**config.mk**
```make
export PLATFORM = sky130hd
export DESIGN_NAME = vip_csc_frame_ctrl
export DESIGN_NICKNAME = d
export VERILOG_FILES = /design/src/rtl/vip_csc_frame_ctrl.sv
export SDC_FILE = /design/constraint.sdc
export NUM_CORES = 1
export LEC_CHECK = 0
export ABC_AREA = 1
export ABC_CLOCK_PERIOD_IN_PS = 3200
export CAP_MARGIN = 20
export CORE_ASPECT_RATIO = 0.5
export CORE_MARGIN = 2
export CORE_UTILIZATION = 36
export CTS_BUF_LIST = sky130_fd_sc_hd__clkbuf_4 sky130_fd_sc_hd__clkbuf_8 sky130_fd_sc_hd__clkbuf_16
export CTS_CLUSTER_SIZE = 14
export DETAILED_ROUTE_END_ITERATION = 8
export PLACE_DENSITY_LB_ADDON = 0.15
export SLEW_MARGIN = 10
export SYNTH_ARGS = -nofsm -noshare
export SYNTH_HDL_FRONTEND = slang
export SYNTH_SLANG_ARGS = --single-unit
```
**constraint.sdc**
```tcl
create_clock -name clk -period 3.2 [get_ports clk]
set_input_delay 0.64 -clock clk [delete_from_list [all_inputs] [get_ports clk]]
set_output_delay 0.64 -clock clk [all_outputs]
set_load 0.01 [all_outputs]
```
**src/rtl/vip_csc_frame_ctrl.sv**
```systemverilog
// rtl/vip_csc_frame_ctrl.sv - frame sequencer gating sync strobes into the YCbCr-to-RGB CSC
module vip_csc_frame_ctrl #(
    parameter int LATENCY = 3,
    parameter int CNT_W   = 12
) (
    input  logic             clk,
    input  logic             rst_n,
    input  logic             per_frame_vsync,
    input  logic             per_frame_href,
    input  logic             per_frame_clken,
    input  logic             cfg_en,
    input  logic [1:0]       cfg_mode,
    input  logic [CNT_W-1:0] cfg_h_active,
    input  logic [CNT_W-1:0] cfg_v_active,
    input  logic             err_clr,
    output logic             csc_frame_vsync,
    output logic             csc_frame_href,
    output logic             csc_frame_clken,
    output logic [1:0]       csc_mode,
    output logic             busy,
    output logic             frame_done,
    output logic [15:0]      frame_cnt,
    output logic             size_err
);
    localparam int DW = $clog2(LATENCY + 1);

    typedef enum logic [1:0] {IDLE, ARMED, RUN, DRAIN} state_t;

    state_t           state;
    logic             vsync_d;
    logic             href_d;
    logic [CNT_W-1:0] pix_cnt;
    logic [CNT_W-1:0] line_cnt;
    logic [CNT_W-1:0] line_nxt;
    logic [CNT_W-1:0] h_active;
    logic [CNT_W-1:0] v_active;
    logic [DW-1:0]    drain_cnt;
    logic             vs_rise;
    logic             vs_fall;
    logic             line_end;
    logic             gate;
    logic             err_set;

    // A line also ends when vsync drops while href_d is still high, so the
    // last line is counted before the frame-height check uses line_nxt.
    always_comb begin
        vs_rise  = per_frame_vsync & ~vsync_d;
        vs_fall  = ~per_frame_vsync & vsync_d;
        line_end = href_d & (~per_frame_href | vs_fall);
        gate     = (state == ARMED && vs_rise) || (state == RUN);
        line_nxt = line_cnt;
        if (line_end && line_cnt != '1) begin
            line_nxt = line_cnt + CNT_W'(1);
        end
        err_set = (state == RUN) &&
                  ((line_end && pix_cnt != h_active) || (vs_fall && line_nxt != v_active));
    end

    always_ff @(posedge clk or negedge rst_n) begin
        if (!rst_n) begin
            state           <= IDLE;
            vsync_d         <= 1'b0;
            href_d          <= 1'b0;
            pix_cnt         <= '0;
            line_cnt        <= '0;
            h_active        <= '0;
            v_active        <= '0;
            drain_cnt       <= '0;
            csc_frame_vsync <= 1'b0;
            csc_frame_href  <= 1'b0;
            csc_frame_clken <= 1'b0;
            csc_mode        <= 2'd0;
            busy            <= 1'b0;
            frame_done      <= 1'b0;
            frame_cnt       <= 16'd0;
            size_err        <= 1'b0;
        end else begin
            vsync_d         <= per_frame_vsync;
            href_d          <= per_frame_href;
            csc_frame_vsync <= per_frame_vsync & gate;
            csc_frame_href  <= per_frame_href & gate;
            csc_frame_clken <= per_frame_clken & gate;
            frame_done      <= 1'b0;

            if (err_set) begin
                size_err <= 1'b1;
            end else if (err_clr) begin
                size_err <= 1'b0;
            end

            case (state)
                IDLE: begin
                    if (cfg_en) begin
                        state <= ARMED;
                        busy  <= 1'b1;
                    end
                end
                ARMED: begin
                    if (!cfg_en) begin
                        state <= IDLE;
                        busy  <= 1'b0;
                    end else if (vs_rise) begin
                        csc_mode <= cfg_mode;
                        h_active <= cfg_h_active;
                        v_active <= cfg_v_active;
                        pix_cnt  <= '0;
                        line_cnt <= '0;
                        state    <= RUN;
                    end
                end
                RUN: begin
                    if (line_end) begin
                        pix_cnt <= '0;
                    end else if (per_frame_href && per_frame_clken && pix_cnt != '1) begin
                        pix_cnt <= pix_cnt + CNT_W'(1);
                    end
                    line_cnt <= line_nxt;
                    if (vs_fall) begin
                        state     <= DRAIN;
                        drain_cnt <= DW'(LATENCY);
                    end
                end
                DRAIN: begin
                    if (drain_cnt == DW'(1)) begin
                        frame_done <= 1'b1;
                        frame_cnt  <= frame_cnt + 16'd1;
                        state      <= cfg_en ? ARMED : IDLE;
                        busy       <= cfg_en;
                    end else begin
                        drain_cnt <= drain_cnt - DW'(1);
                    end
                end
                default: state <= IDLE;
            endcase
        end
    end
endmodule
```
==> run_results.csv <==
group,metric,value,unit
placed_design,dp_hpwl,6870,um
clocking,tritoncts,"built",
power,p_total,3.64,mW
cells_and_area,drive_above_1_share,10.3,%
synth,yosysSeqAreaShare,45.8,%
sta,finClkSkew,7.92,ps
placed_design,dp.cells,732,
grt,grt_first_pass_wirelength,16100,um
die,dieHeight,80.9,um
power,peakVddDrop,0.257,mV
routing,drt_iter0_drc,160,
clocking,clk_path_buf_depth,2,
sta,slew_headroom,54.6,%
synth,synth_edf_count,0,
placed_design,gp_congestion,0.785,
placed_design,place_area,5000,um^2
cells_and_area,n_antenna_cell,0,
sta,fin_crit_sh,75.3,%
clocking,cts.repair.resized,0,
routing,dr_total_vias,3533,
cells_and_area,fin_area,5310,um^2
power,p_leak,2.43,nW
setup_path,start_kind,"flop",
die,die_x,158,um
sta,hold_viol_final,0,
grt,grt_max_degree,52,
clocking,cts_made_buffers,9,
status,status,"finished clean",
synth,synthCells,515,
placed_design,port_buffers,56,
setup_path,crit_arrival,2640,ps
cells_and_area,stdcell_count,748,
sta,fin_tns_setup,0,ps
grt,grt_use_total,16.2,%
run,drv_cap,0,
clocking,h-tree-depth,3,
die,rows,28,
sta,setup_viol,0,
die,start_util,36.5,%
synth,synth_flop_cell,"dfrtp_1",
clocking,cts_num_sinks,78,
synth,synth_nets,557,
cells_and_area,layout.nets,620,
grt,overflow,0,
die,core,11700,um^2
sta,min_period,2410,ps
clocking,clk_latency,350,ps
synth,syn_area,4260,um^2
sta,rsz0062_at_grt,"no",
sta,tightest_slew,682,ps
power,powerDensity,685,nW/um^2
setup_path,required,3430,ps
synth,synth-seq-cells,78,
routing,ant_nets,0,
setup_path,critPathKind,"reg -> reg",
setup_path,crit_path_max_fanout,16,
die,die-area,12800,um^2
cells_and_area,area_delta_synth_final,24.7,%
synth,synth-async-reset-ratio,100,%
routing,remaining_drc_errors,0,
routing,drt_pass1_iterations,6,
die,io_pins,57,
grt,antenna_found_initial,0,
sta,drv_slew,0,
clocking,root_buffer,"clkbuf_16",
clocking,cts.clk_slew.worst_paths,60,ps
synth,syn_avg_cell_area,8.27,um^2
grt,grt_pass1_vias,3359,
clocking,cts_setup_buffers,0,
synth,yosysWarnings,0,
sta,fin_hold_ws,318,ps
worst_hold_path,hold_path_class,"in -> async",
clocking,ctsHoldBuffers,0,
setup_path,crit_path_end_kind,"flop",
routing,vias_per_cell,4.72,
routing,drt-wirelength-per-cell,12.6,um
routing,finalWirelength,9420,um
synth,synth_cell_types,35,
sta,timing.fmax,0.415,GHz
[flip-flops by register name, indices dropped and copies added (netlist names), 2 cells and up, named ones only]
signal	count
pix_cnt	12
frame_cnt	16
drain_cnt	2
line_cnt	12
h_active	12
csc_mode	2
v_active	12
[power by group]
group	internal [mW]	switching (mW)
combinational	0.491	0.634
sequential	1.24	0.198
clock	0.622	0.450
[Yosys cell counts, types with 2 or more instances]
cell type / count / area (um^2)
nand2_1: 123 / 462
dfrtp_1: 78 / 1950
inv_1: 55 / 206
nor2_1: 52 / 195
nand3_1: 43 / 215
a21oi_1: 24 / 120
xor2_1: 23 / 201
mux2_2: 16 / 180
o21ai_0: 12 / 60.1
ha_1: 9 / 113
xnor2_1: 9 / 78.8
nand2_2: 8 / 50.1
nand4_1: 8 / 50.1
nor3_1: 8 / 40.0
o22ai_1: 8 / 50.1
inv_2: 6 / 22.5
nor4_1: 6 / 37.5
clkbuf_1: 4 / 15.0
nand3b_1: 3 / 22.5
nor2_4: 3 / 33.8
buf_4: 2 / 15.0
o211ai_1: 2 / 15.0
[per-stage QoR]
step                setup WS [ps]  utilization (%)
floorplan                    1240                -
global placement              485             42.9
detailed placement            431             42.9
CTS                           788             45.5
global route                  492             45.5
finish                        789             45.5
[cell usage in the layout (no fill, tap or decap), types with 12 or more instances in the layout]
cell               n
nand2_1          123
nor2_1            52
xor2_1            23
dfrtp_1           78
clkdlybuf4s50_1   55
inv_1             55
nand3_1           42
a21oi_1           24
o21ai_0           12
mux2_2            16
[cell type report]
| class | instances | area [um^2] |
|---|---|---|
| timing repair buffer | 61 | 596 |
| tap | 165 | 206 |
| sequential | 78 | 1950 |
| fill | 1171 | 6350 |
| clock buffer | 9 | 225 |
| inverter | 61 | 229 |
| multi-input combinational | 367 | 2020 |
| clock inverter | 7 | 85.1 |
[path summary, 6_finish.rpt]
check                                                from                         to  slack [ps]  depth (start not counted)
max in group asynchronous                           rst_n    csc_mode[1]$_DFFE_PN0P_        2220                          2
min in group clk                frame_cnt[15]$_DFFE_PN0P_  frame_cnt[15]$_DFFE_PN0P_         470                          1
worst min register to register  frame_cnt[15]$_DFFE_PN0P_  frame_cnt[15]$_DFFE_PN0P_         470                          1
worst max register to register    line_cnt[0]$_DFFE_PN0P_       size_err$_DFFE_PN0P_         790                         16
worst max-delay path              line_cnt[0]$_DFFE_PN0P_       size_err$_DFFE_PN0P_         790                         16
worst min-delay path                                rst_n    line_cnt[7]$_DFFE_PN0P_         320                          1
[critical path, stage by stage (launching register included)]
cell     delay [ps]
dfrtp_1         480
ha_1            300
nand2_1         120
nor2_4          160
nand3_4         220
nand2_4         220
inv_1           100
nand2_1         100
nand3_1          70
nand2_1          70
nand2_1          50
nor2_1          140
nand2_1          80
nand2_1          50
nand2_1          40
nand2_1          50
nand2_1          50
[logic make-up after synthesis]
logic type	synth area share, %
AND/OR/NAND/NOR	27.2
flip-flops	45.8
adder cells (fa/ha/maj)	2.64
buffers and inverters	6.93
XOR/XNOR	6.58
multiplexers	4.23
AO/OA/AOI/OAI	6.64
[metal layers]
metal  global-route usage (%)  share of wire [%]  up-vias
met5                        0                  0        -
met4                     4.09                1.1        0
met3                     4.75                4.1        9
met2                     26.3                 45       52
met1                     21.3                 50     1670
li1                         -                  -     1802
Note: power is estimated with default switching activity, not from simulation.
